**config.mk**
```make
export PLATFORM = sky130hd
export DESIGN_NAME = imm_gen_pipe
export DESIGN_NICKNAME = d
export VERILOG_FILES = /design/src/rtl/imm_gen_pipe.sv
export SDC_FILE = /design/constraint.sdc
export NUM_CORES = 1
export LEC_CHECK = 0
export CORE_UTILIZATION = 43
export CTS_CLUSTER_SIZE = 10
export DETAILED_ROUTE_END_ITERATION = 6
export GPL_TIMING_DRIVEN = 0
export PLACE_DENSITY = 0.8
export SLEW_MARGIN = 20
export SYNTH_ARGS = -nofsm -noshare
export SYNTH_HDL_FRONTEND = slang
export SYNTH_SLANG_ARGS = --single-unit
```
**constraint.sdc**
```tcl
create_clock -name clk -period 1.4 [get_ports clk]
set_input_delay 0.42 -clock clk [delete_from_list [all_inputs] [get_ports clk]]
set_output_delay 0.42 -clock clk [all_outputs]
set_load 0.1 [all_outputs]
```
**src/rtl/imm_gen_pipe.sv**
```systemverilog
// Registered immediate generator with valid/ready handshake and synchronous flush.
// Define IMM_FUSE_EN to fuse an UPPER followed by LOW10 into a single immediate.
module imm_gen_pipe #(
  parameter int DATA_W   = 32,
  parameter int TAG_W    = 4,
  parameter int HOLD_MAX = 4
) (
  input  logic              clk,
  input  logic              rst_n,
  input  logic              flush,
  input  logic              in_valid,
  output logic              in_ready,
  input  logic [0:31]       in_instr,
  input  logic [2:0]        in_fmt,
  input  logic [TAG_W-1:0]  in_tag,
  output logic              out_valid,
  input  logic              out_ready,
  output logic [0:DATA_W-1] out_imm,
  output logic [TAG_W-1:0]  out_tag,
  output logic              out_fused
);
  localparam logic [2:0] F_S12   = 3'd1;
  localparam logic [2:0] F_U18   = 3'd2;
  localparam logic [2:0] F_UPPER = 3'd3;
  localparam logic [2:0] F_BR14  = 3'd4;
  localparam logic [2:0] F_S12A  = 3'd5;
  localparam logic [2:0] F_LOW10 = 3'd6;

  typedef struct packed {
    logic [DATA_W-1:0] imm;
    logic [TAG_W-1:0]  tag;
  } resp_t;

  logic [31:0]       w_ins;
  logic [31:0]       w_imm32;
  logic [DATA_W-1:0] w_ext;
  logic              w_slot_free;
  logic              w_acc;
  logic              w_unused_hi;
  resp_t             r_out;
  logic              r_out_valid;

  // Big-endian bit numbering: instr bit 31 is the numeric LSB.
  assign w_ins       = in_instr;
  assign w_unused_hi = ^w_ins[31:22];

  always_comb begin
    w_imm32 = '0;
    case (in_fmt)
      F_S12, F_S12A: w_imm32 = {{20{w_ins[11]}}, w_ins[11:0]};
      F_U18:         w_imm32 = {14'b0, w_ins[17:0]};
      F_UPPER:       w_imm32 = {w_ins[21:0], 10'b0};
      F_BR14:        w_imm32 = {{16{w_ins[13]}}, w_ins[13:0], 2'b00};
      F_LOW10:       w_imm32 = {22'b0, w_ins[9:0]};
      default:       w_imm32 = '0;
    endcase
  end

  assign w_ext       = DATA_W'($signed(w_imm32));
  assign w_slot_free = !r_out_valid || out_ready;
  assign out_valid   = r_out_valid;
  assign out_imm     = r_out.imm;
  assign out_tag     = r_out.tag;

`ifdef IMM_FUSE_EN
  typedef enum logic [1:0] {S_IDLE, S_HOLD, S_SPILL} state_t;
  localparam int CNT_W = $clog2(HOLD_MAX + 1);

  state_t             r_state;
  logic [31:0]        r_pend_val;
  logic [TAG_W-1:0]   r_pend_tag;
  resp_t              r_spill;
  logic [CNT_W-1:0]   r_cnt;
  logic               r_out_fused;
  logic [DATA_W-1:0]  w_pend_ext;
  logic [DATA_W-1:0]  w_fuse_ext;

  // Pending low 10 bits are always zero, so OR-ing LOW10 in is exact.
  assign w_pend_ext = DATA_W'($signed(r_pend_val));
  assign w_fuse_ext = DATA_W'($signed(r_pend_val | {22'b0, w_ins[9:0]}));
  assign in_ready   = rst_n && !flush && (r_state != S_SPILL) && w_slot_free;
  assign w_acc      = in_valid && in_ready;
  assign out_fused  = r_out_fused;

  always_ff @(posedge clk or negedge rst_n) begin
    if (!rst_n) begin
      r_out_valid <= 1'b0;
      r_out       <= '0;
      r_out_fused <= 1'b0;
      r_state     <= S_IDLE;
      r_pend_val  <= '0;
      r_pend_tag  <= '0;
      r_spill     <= '0;
      r_cnt       <= '0;
    end else if (flush) begin
      r_out_valid <= 1'b0;
      r_state     <= S_IDLE;
      r_pend_val  <= '0;
      r_pend_tag  <= '0;
      r_spill     <= '0;
      r_cnt       <= '0;
    end else begin
      if (w_slot_free) r_out_valid <= 1'b0;
      case (r_state)
        S_IDLE: begin
          if (w_acc) begin
            if (in_fmt == F_UPPER) begin
              r_pend_val <= w_imm32;
              r_pend_tag <= in_tag;
              r_cnt      <= '0;
              r_state    <= S_HOLD;
            end else begin
              r_out_valid <= 1'b1;
              r_out       <= '{imm: w_ext, tag: in_tag};
              r_out_fused <= 1'b0;
            end
          end
        end
        S_HOLD: begin
          if (w_acc) begin
            r_cnt       <= '0;
            r_out_valid <= 1'b1;
            case (in_fmt)
              F_LOW10: begin
                r_out       <= '{imm: w_fuse_ext, tag: r_pend_tag};
                r_out_fused <= 1'b1;
                r_state     <= S_IDLE;
              end
              F_UPPER: begin
                r_out       <= '{imm: w_pend_ext, tag: r_pend_tag};
                r_out_fused <= 1'b0;
                r_pend_val  <= w_imm32;
                r_pend_tag  <= in_tag;
              end
              default: begin
                r_out       <= '{imm: w_pend_ext, tag: r_pend_tag};
                r_out_fused <= 1'b0;
                r_spill     <= '{imm: w_ext, tag: in_tag};
                r_state     <= S_SPILL;
              end
            endcase
          end else if (r_cnt == CNT_W'(HOLD_MAX)) begin
            // Timed out: release pending alone once the output slot is free.
            if (w_slot_free) begin
              r_out_valid <= 1'b1;
              r_out       <= '{imm: w_pend_ext, tag: r_pend_tag};
              r_out_fused <= 1'b0;
              r_cnt       <= '0;
              r_state     <= S_IDLE;
            end
          end else begin
            r_cnt <= r_cnt + 1'b1;
          end
        end
        S_SPILL: begin
          if (w_slot_free) begin
            r_out_valid <= 1'b1;
            r_out       <= r_spill;
            r_out_fused <= 1'b0;
            r_state     <= S_IDLE;
          end
        end
        default: r_state <= S_IDLE;
      endcase
    end
  end
`else
  assign in_ready  = rst_n && !flush && w_slot_free;
  assign w_acc     = in_valid && in_ready;
  assign out_fused = 1'b0;

  always_ff @(posedge clk or negedge rst_n) begin
    if (!rst_n) begin
      r_out_valid <= 1'b0;
      r_out       <= '0;
    end else if (flush) begin
      r_out_valid <= 1'b0;
    end else begin
      if (w_slot_free) r_out_valid <= 1'b0;
      if (w_acc) begin
        r_out_valid <= 1'b1;
        r_out       <= '{imm: w_ext, tag: in_tag};
      end
    end
  end
`endif

endmodule

```
==> results.yml <==
floorplan:
  start_util: 0.454
  coreArea_um2: 4410
  num_io_pins: 83
  rows: 24
  die_y_um: 70.3
  die_x_um: 70.3
  die_area_um2: 4940
placement:
  post-dp-hpwl_mm: 3.63
  gp_congestion: 0.818
  portBuffers: 70
  placed_cells: 313
  pre_cts_slack_ps: -1320
worst_setup_path:
  cpLargestDelayFamily: "flip-flops"
  reg2reg_depth: 8
  timing.rr.start: "out_valid"
  cp-startpoint: "out_valid"
  crit_fanout: 2
  path_cells: "nand2b_4, and3b_4, buf_12"
  cp_num_buf_inv: 1
  slowest_delay_ps: 490
  crit_path_end: "in_ready"
  r2r_end: "out_imm[0]"
  worstPathRequired_ps: 980
  r2r_slack_ps: -120
  cpMaxStageDelayCell: "dfrtp_4"
  startpoint_type: "register"
  worst_setup_path_end_kind: "output port"
  path_class: "reg2out"
  worst_ep_arrival_time_ps: 1250
  crit_cells: 3
yosys:
  synth_area_leaders: "dfrtp_1, o21ai_1, a21oi_2, nand2_1, mux2_1"
  syn_inst: 190
  synthXorXnorAreaFrac: 0.00437
  synth_compound_area_frac: 0.292
  synth.distinct_cells: 36
  yosys.area_share.simple: 0.103
  synth_top_area_frac: 0.462
  synth_edf_count: 0
  synth_top_area_cell: "dfrtp_1"
  syn-num-nets: 234
  synthFlopType: "dfrtp_1"
  synth_most_common_cell: "dfrtp_1"
  synthArstFlopShare: 1.00
  muxShareOfSynthArea: 0.0718
  synth-seq-cells: 37
  yosys-top-cells-count: "dfrtp_1, nand2_1, o21ai_1"
  synth_top_family_by_area: "compound AO/OA/AOI/OAI gates"
  yosysSeqAreaShare: 0.462
  synth.avg_cell_area_um2: 10.5
  yosysWarnings: 0
  synth_area_um2: 2000
  synthAdderAreaFrac: 0
global_route:
  grt.overflow.total: 0
  grt_usage: 0.226
  grt_pass1_wl_mm: 8.80
  grt_pass1_vias: 1779
  grt_antenna_before_repair: 0
  grt_max_degree: 28
routing:
  antenna_left: 0
  wl_per_cell_um: 18.3
  wl_mm: 6.13
  drt_iter0_drc: 99
  drc_errors: 0
  vias: 1889
  via_per_inst: 5.66
  first_pass_iters: 4
power_and_ir_drop:
  combinationalPowerShare: 0.503
  cellPowerDensity_nw_per_um2: 1440
  p_sw_uw: 2250
  leakagePower_uw: 0.00153
  p_total_uw: 4700
  clkPwrFrac: 0.207
  switching_share: 0.478
  ir_drop_mv: 0.848
  p_int_uw: 2460
  p_seq_frac: 0.290
timing:
  finalHoldViolCount: 0
  setup_ws_ps: -274
  rsz0062_at_grt: "true"
  finalCritPeriodShare: 1.20
  timing.fmax_ghz: 0.597
  maxSlewViolCount: 0
  whs_ps: 3.18
  period_needed_ps: 1670
  setup_viol: 37
  skew_ps: 7.58
clock_network:
  cts_root_buf: "clkbuf_8"
  cts_tree: "built"
  cts_buffer_depth: 2
  htreeDepth: 2
  cts-buffers-inserted: 5
  worstSkewPairLatency_ps: 290
  path_clk_slew_ps: 80
  cts_sinks: 37
  cts_hold_buffers: 0
cells_and_area:
  finalNonFillerCells: 334
  num_antenna_cells: 0
  multi_input_area_um2: 1070
  fin_util: 0.740
  seq_area_um2: 930
  fill_cells: 311
  area_growth_pct: 63.0
  fin_nets: 325
  drive_gt1_frac: 0.489
job:
  max_cap_violations: 0
run_status:
  run_status: "finished with violations"
  violations: "setup timing"
hold_path:
  hold_class: "in2async"
[stage by stage]
stage | setup TNS (ps) | cell area, um2
final | -3040 | 3270
after global routing | -4200 | 3270
after CTS | -2210 | 2960
after detailed placement | -38820 | 2850
after global placement | -122650 | 2840
after floorplan | -2420 | 2070
[worst min path at each step]
stage	startpoint	to	slack, ps	depth (start not counted)
2_1_floorplan	rst_n	out_imm[0]	120	0
3_3_place_gp	out_imm[2]	out_imm[2]	470	2
3_5_place_dp	rst_n	out_imm[9]	330	1
4_1_cts	rst_n	out_imm[9]	6	1
5_1_grt	rst_n	out_imm[9]	10	1
6_report	rst_n	out_imm[9]	3	1
[kinds of logic after synthesis]
family	Yosys count
AO/OA/AOI/OAI	77
XOR/XNOR	1
buffers and inverters	19
flip-flops	37
multiplexers	13
other	1
AND/OR/NAND/NOR	42
[state kept, by name, indices dropped and copies added (netlist names)]
signal     count
out_tag        4
out_valid      1
out_imm       32
[cell type report]
type                       count  share of cell area
inverter                       2             0.00230
clock inverter                 2              0.0115
multi-input combinational    134               0.328
sequential                    37               0.285
tap                           52              0.0199
timing repair buffer          84               0.269
clock buffer                   6              0.0253
buffer                        17              0.0590
[timing repair]
action,CTS,global route
cloned,1,7
pin swaps,1,8
resized for setup,242,53
hold endpoints to repair,0,0
setup endpoints to repair,74,45
buffers inserted,4,1
[power by group through the flow]
stage	registers (uW)	logic, uW	clock network, uW
final	1360	2370	975
after global routing	1380	2440	1040
after CTS	1340	2240	981
after detailed placement	1360	2270	0
after global placement	1350	2250	0
after floorplan	2640	392	0
[placed cells by master (no fill, tap or decap), types with 2 or more instances in the layout]
cell type / netlist / final
a211oi_2: 0 / 2
a22o_1: 2 / 2
buf_6: 3 / 17
mux2_2: 3 / 3
mux2_4: 0 / 4
dlygate4sd2_1: 0 / 4
clkdlybuf4s50_1: 0 / 25
nor2_2: 0 / 2
a221oi_2: 5 / 5
buf_8: 0 / 5
inv_1: 2 / 2
mux2i_1: 2 / 2
nand2_1: 26 / 14
dfrtp_1: 37 / 36
a21oi_1: 5 / 5
a21o_1: 7 / 7
a21oi_2: 12 / 12
nand2_2: 0 / 11
nand2b_1: 5 / 4
a22oi_1: 4 / 4
buf_2: 10 / 7
mux2_1: 8 / 4
clkbuf_8: 0 / 6
buf_4: 2 / 31
nor2b_1: 2 / 2
a221oi_1: 3 / 3
buf_12: 1 / 4
o21ai_1: 22 / 13
a211oi_1: 4 / 2
o21ai_0: 5 / 5
a2bb2oi_1: 4 / 4
o21ai_2: 0 / 9
clkbuf_16: 0 / 5
[routing by layer]
layer  up-vias  GRT usage  wire length, um
met2        74      0.356             3050
met1       934      0.310             2660
met5         -          0                0
met3        11     0.0404              302
met4         0     0.0844              108
li1        870          -                -
Power figures use the tool's default switching activity.
